**config.mk**
```make
export PLATFORM = sky130hd
export DESIGN_NAME = fifo_arb_rr
export DESIGN_NICKNAME = d
export VERILOG_FILES = /design/src/rtl/fifo_arb_rr.sv
export SDC_FILE = /design/constraint.sdc
export NUM_CORES = 1
export LEC_CHECK = 0
export ABC_AREA = 0
export CORE_MARGIN = 1
export CORE_UTILIZATION = 55
export CTS_BUF_LIST = sky130_fd_sc_hd__clkbuf_8
export DETAILED_ROUTE_END_ITERATION = 16
export HOLD_SLACK_MARGIN = 0.02
export PLACE_DENSITY = 0.85
export SYNTH_ARGS = -nofsm -noshare
export SYNTH_HDL_FRONTEND = slang
export SYNTH_SLANG_ARGS = --single-unit
```
**constraint.sdc**
```tcl
create_clock -name CLK -period 4.2 [get_ports CLK]
set_input_delay 1.05 -clock CLK [delete_from_list [all_inputs] [get_ports CLK]]
set_output_delay 1.05 -clock CLK [all_outputs]
set_load 0.01 [all_outputs]
```
**src/rtl/fifo_arb_rr.sv**
```systemverilog
// fifo_arb_rr: round-robin packet arbiter that drains NCLIENT client FIFOs into
//   one downstream FIFO through a small credit-protected output buffer.
// Latency: a word read in cycle N is buffered at the end of N+1 and can be written
//   downstream in cycle N+2 at the earliest.
// Backpressure: fifo_wrfull stalls buffer pops, and reads stop once the buffered
//   plus in-flight words reach OBUF_DEPTH. Nothing is ever dropped.
//
// Ports:
//   CLK, RESET          clock; synchronous active-high reset
//   c_rdempty / c_rden  per-client empty flags and read enables (one-hot or zero)
//   c_rddata            packed client data, valid the cycle after c_rden
//   fifo_wrfull/_wren   downstream full flag and write strobe
//   fifo_wrdata         downstream data, the head of the output buffer
//   grant               one-hot owner of the packet in progress, zero when idle
//   pkt_done            pulses when the last word of a packet is read
module fifo_arb_rr #(
  parameter int                NCLIENT    = 4,
  parameter int                DWIDTH     = 8,
  parameter logic [DWIDTH-1:0] CNTMASK    = 8'h70,
  parameter int                OBUF_DEPTH = 4
) (
  input  logic                      CLK,
  input  logic                      RESET,
  input  logic [NCLIENT-1:0]        c_rdempty,
  output logic [NCLIENT-1:0]        c_rden,
  input  logic [NCLIENT*DWIDTH-1:0] c_rddata,
  input  logic                      fifo_wrfull,
  output logic                      fifo_wren,
  output logic [DWIDTH-1:0]         fifo_wrdata,
  output logic [NCLIENT-1:0]        grant,
  output logic                      pkt_done
);

  // Bit position of the lowest set bit of the count mask.
  function automatic int mask_lsb(input logic [DWIDTH-1:0] m);
    int r;
    r = 0;
    for (int b = DWIDTH - 1; b >= 0; b--) begin
      if (m[b]) r = b;
    end
    return r;
  endfunction

  localparam int CSHIFT = mask_lsb(CNTMASK);
  localparam int IW     = $clog2(NCLIENT);
  localparam int AW     = $clog2(OBUF_DEPTH);
  localparam int CW     = AW + 1;

  typedef enum logic [1:0] {IDLE, HDR, PAYLOAD} state_t;

  state_t              state;
  logic [IW-1:0]       gidx;        // index of the packet owner
  logic [IW-1:0]       last_grant;  // owner of the last completed packet
  logic [NCLIENT-1:0]  grant_q;
  logic [2:0]          remaining;
  logic                rd_vld;      // a read was issued last cycle; data is on c_rddata now

  logic [DWIDTH-1:0]   mem [OBUF_DEPTH];
  logic [AW-1:0]       wptr;
  logic [AW-1:0]       rptr;
  logic [CW-1:0]       count;

  logic [DWIDTH-1:0]   cdata [NCLIENT];
  logic [DWIDTH-1:0]   rd_word;
  logic [2:0]          hdr_cnt;
  logic                credit;
  logic                sel_found;
  logic [IW-1:0]       sel_idx;
  logic [IW-1:0]       cand;
  logic [NCLIENT-1:0]  sel_oh;
  logic [NCLIENT-1:0]  rden_c;
  logic [NCLIENT-1:0]  grant_c;
  logic                done_c;
  logic                push;
  logic                pop;

  for (genvar i = 0; i < NCLIENT; i++) begin : g_split
    assign cdata[i] = c_rddata[i*DWIDTH +: DWIDTH];
  end

  // Only the owner is ever read, so the owner index selects the returning word.
  assign rd_word = cdata[gidx];
  assign hdr_cnt = 3'((rd_word & CNTMASK) >> CSHIFT);

  // Count the word in flight as already occupying a slot so a push never overflows.
  assign credit = (int'(count) + int'(rd_vld)) < OBUF_DEPTH;

  // Round-robin search starting just after the last completed owner.
  always_comb begin
    sel_found = 1'b0;
    sel_idx   = '0;
    cand      = '0;
    for (int k = 1; k <= NCLIENT; k++) begin
      cand = IW'((int'(last_grant) + k) % NCLIENT);
      if (!sel_found && !c_rdempty[cand]) begin
        sel_found = 1'b1;
        sel_idx   = cand;
      end
    end
  end

  assign sel_oh = NCLIENT'(1) << sel_idx;

  always_comb begin
    rden_c  = '0;
    grant_c = '0;
    done_c  = 1'b0;
    case (state)
      IDLE: begin
        // The winner is visible on grant in the same cycle its header is read.
        if (credit && sel_found) begin
          rden_c  = sel_oh;
          grant_c = sel_oh;
        end
      end
      HDR: begin
        grant_c = grant_q;
        done_c  = (hdr_cnt == 3'd0);
      end
      PAYLOAD: begin
        grant_c = grant_q;
        if (!c_rdempty[gidx] && credit) begin
          rden_c = grant_q;
          done_c = (remaining == 3'd1);
        end
      end
      default: begin
        grant_c = '0;
      end
    endcase
  end

  // Outputs are forced quiet for the whole reset cycle, not just after the edge.
  assign c_rden      = RESET ? '0 : rden_c;
  assign grant       = RESET ? '0 : grant_c;
  assign pkt_done    = RESET ? 1'b0 : done_c;
  assign fifo_wren   = !RESET && (count != '0) && !fifo_wrfull;
  assign fifo_wrdata = mem[rptr];

  assign push = rd_vld;
  assign pop  = fifo_wren;

  always_ff @(posedge CLK) begin
    if (RESET) begin
      state      <= IDLE;
      gidx       <= '0;
      last_grant <= IW'(NCLIENT - 1);
      grant_q    <= '0;
      remaining  <= '0;
      rd_vld     <= 1'b0;
    end else begin
      rd_vld <= |rden_c;
      case (state)
        IDLE: begin
          if (credit && sel_found) begin
            gidx    <= sel_idx;
            grant_q <= sel_oh;
            state   <= HDR;
          end
        end
        HDR: begin
          if (hdr_cnt == 3'd0) begin
            last_grant <= gidx;
            grant_q    <= '0;
            state      <= IDLE;
          end else begin
            remaining <= hdr_cnt;
            state     <= PAYLOAD;
          end
        end
        PAYLOAD: begin
          // The packet stays owned while the client is empty; there is no timeout.
          if (!c_rdempty[gidx] && credit) begin
            remaining <= remaining - 3'd1;
            if (remaining == 3'd1) begin
              last_grant <= gidx;
              grant_q    <= '0;
              state      <= IDLE;
            end
          end
        end
        default: begin
          state <= IDLE;
        end
      endcase
    end
  end

  always_ff @(posedge CLK) begin
    if (RESET) begin
      wptr  <= '0;
      rptr  <= '0;
      count <= '0;
    end else begin
      if (push) wptr <= wptr + AW'(1);
      if (pop)  rptr <= rptr + AW'(1);
      case ({push, pop})
        2'b10:   count <= count + CW'(1);
        2'b01:   count <= count - CW'(1);
        default: count <= count;
      endcase
    end
  end

  always_ff @(posedge CLK) begin
    if (push) mem[wptr] <= rd_word;
  end

endmodule

```
==> flow_metrics.py <==
metrics = {
    "outcome": {
        "status": "completed",
    },
    "global_route": {
        "antenna_found_initial": 0,
        "grt_pass1_wl_um": 9800,
        "grt_remaining_overflow": 0,
        "grt_pass1_vias": 2055,
        "track_usage_pct": 24.5,
        "grt_max_degree": 19,
    },
    "clock_tree": {
        "clk_path_buf_depth": 2,
        "clock_sinks": 55,
        "cts_buffers": 5,
        "cts.clk_slew.worst_paths_ns": 0.10,
        "clk_latency_ns": 0.31,
        "cts_hold_buf": 0,
        "root_buffer": "clkbuf_8",
        "cts_tree": "built",
        "post_cts_buffers": 0,
        "htreeDepth": 2,
    },
    "routing": {
        "vias": 2018,
        "postRouteAntennaNets": 0,
        "drt_wl_total_um": 6070,
        "wl_met3_um": 311,
        "drcViolationCount": 0,
        "first_iter_violations": 103,
        "via_per_inst": 5.54,
        "dr.max_layer_used": "met4",
        "wire_per_inst_um": 16.7,
        "firstDrtPassIters": 4,
        "drt-met1-wl_um": 2610,
        "wl_met2_um": 3110,
    },
    "setup_path": {
        "worstSetupEndpointType": "primary output",
        "cp_slowest_cell": "clkdlybuf4s50_1",
        "path_common_cell": "clkdlybuf4s50_1",
        "crit_chain": "clkdlybuf4s50_1, mux4_2, nor4b_2, o211a_1, clkdlybuf4s50_1",
        "cp_data_required_time_ns": 3.15,
        "worst-setup-path-type": "input port to primary output",
        "rrSetupSlack_ns": 1.69,
        "critical_path.startpoint_type": "input port",
        "arrival_ns": 3.05,
        "cp_max_fo": 2,
        "slowest_delay_ns": 0.53,
    },
    "floorplan": {
        "die_area_um2": 5410,
        "die_height_um": 73.6,
        "core-area_um2": 4820,
        "fp.dieW_um": 73.6,
        "pin_count": 57,
        "initial_core_util_pct": 58.5,
        "placementRows": 25,
    },
    "cells_and_area": {
        "syn_to_final_growth_pct": 29.2,
        "layout.cells.non_filler": 364,
        "layout_commonest_cell": "clkdlybuf4s50_1",
        "finalNetCount": 347,
        "mostFrequentLayoutCells": "52 x clkdlybuf4s50_1, 32 x edfxtp_1, 23 x dfxtp_1",
        "diodes": 0,
        "layout-drive-gt1-share_pct": 16.8,
    },
    "logic_synthesis": {
        "synth_mux_area_share_pct": 15.7,
        "ys_ff_latch": 55,
        "synth_nets": 279,
        "syn_inst": 228,
        "syn_avg_cell_area_um2": 12.4,
        "yosysSeqAreaShare_pct": 50.5,
        "yosysWarningCount": 0,
        "yosys.area_share.adder_pct": 5.60,
        "synth_top_family_by_area": "multiplexers",
        "synthDistinctLibCells": 52,
        "synthArstFlopShare_pct": 0,
        "synth_xor_xnor_area_share_pct": 1.55,
        "synth_compound_area_share_pct": 10.2,
        "synth_edf_count": 32,
        "netlist_area_um2": 2820,
        "synth_top_flop_cell": "edfxtp_1",
        "synthSimpleGateAreaFrac_pct": 12.5,
    },
    "timing": {
        "skew_ns": 0.00608,
        "min_period_over_period_pct": 97.7,
        "fmax_mhz": 244,
        "rsz0062_at_grt": "no",
        "hold_viol": 0,
        "worst_slew_pin_slew_ns": 0.572,
        "setup_viol": 0,
        "relSlewSlack_pct": 61.8,
        "slew_viol_final": 0,
        "fin_crit_ns": 4.10,
        "hold_ws_ns": 0.512,
    },
    "place": {
        "gp_congestion": 0.790,
        "place_inst": 356,
        "hpwl_um": 4550,
        "io_buffers": 56,
    },
    "flow_run": {
        "max-cap-violations": 0,
    },
    "power_and_ir_drop": {
        "vdd_drop_max_mv": 0.342,
        "power_density_nw_per_um2": 580,
        "p_leak_uw": 0.00132,
    },
    "hold_path": {
        "hold_class": "flop to flop",
    },
}
## cells in the mapped netlist, drive strengths merged, types with 2 or more instances
cell type	n	area [um^2]
nand3	3	15.0
o21ai	3	15.0
o21bai	2	18.8
and2	7	43.8
a31oi	2	12.5
or3	2	12.5
dfxtp	23	460
nor3	7	51.3
inv	14	52.6
ha	11	138
mux2i	6	60.1
nor2	19	71.3
mux4	17	383
a21oi	15	75.1
nand3b	2	15.0
edfxtp	32	961
xnor2	2	17.5
xor2	3	26.3
o21a	2	15.0
o311a	2	20.0
buf	5	38.8
clkbuf	5	18.8
nand2b	4	25.0
nand2	19	71.3
## flip-flops by register name (all words and copies together), names as in the netlist, named ones only
name,flops
count,3
last_grant,2
mem,32
rptr,2
remaining,3
state,2
wptr,2
gidx,2
grant_q,4
push,1
## layout make-up
type                    instances  area, um^2
clock buffers                   5        68.8
clock inverters                 3        25.0
fillers                       341        1180
inverters                      14        52.6
multi-input cells             149        1310
flip-flops and latches         55        1420
well taps                      67        83.8
repair buffers                 71         676
## repair_timing
| action | CTS | global route |
|---|---|---|
| endpoints found under the hold margin | 0 | 0 |
| gates resized for setup | 6 | 2 |
| endpoints found under the setup margin | 8 | 6 |
## per-stage QoR
stage | power [uW] | worst slack (ns) | TNS (ns) | util (%) | instance area (um^2)
after floorplan | 1450 | 0.873 | 0 | - | 2820
after global placement | 1770 | -0.0501 | -0.195 | 73.0 | 3520
after detailed placement | 1810 | -0.0845 | -0.425 | 73.0 | 3520
after CTS | 2120 | 0.00136 | 0 | 75.4 | 3630
after global routing | 2240 | 0.00307 | 0 | 75.5 | 3640
final | 2110 | 0.0970 | 0 | 75.5 | 3640
## logic make-up after synthesis
| kind of cell | count (synthesis) |
|---|---|
| simple gates | 70 |
| flops | 55 |
| compound gates | 39 |
| buf+inv | 24 |
| mux | 23 |
| fa+ha+maj | 12 |
| xor+xnor | 5 |
## worst paths after layout
path / end / cells after the start / start
worst max-delay path: pkt_done / 5 / c_rddata[30]
worst min-delay path: grant_q[1] / 2 / grant_q[1]
worst max register to register: last_grant[0] / 6 / gidx[0]
worst min register to register: grant_q[1] / 2 / grant_q[1]
## worst max-delay path: cells and delay by family
| family | cells | cell delay (ns) |
|---|---|---|
| multiplexers | 1 | 0.52 |
| buffers and inverters | 2 | 0.93 |
| AND/OR/NAND/NOR | 1 | 0.35 |
| AO/OA/AOI/OAI | 1 | 0.20 |
## metal layers
metal / global-route usage, % / up-vias
met5: 0 / -
met4: 6.20 / 0
met3: 3.70 / 4
met2: 45.2 / 65
met1: 29.8 / 966
li1: - / 983
## power breakdown
group	switching, uW	internal [uW]
registers	119	737
clock network	174	119
logic	464	498
Power figures use the tool's default switching activity.
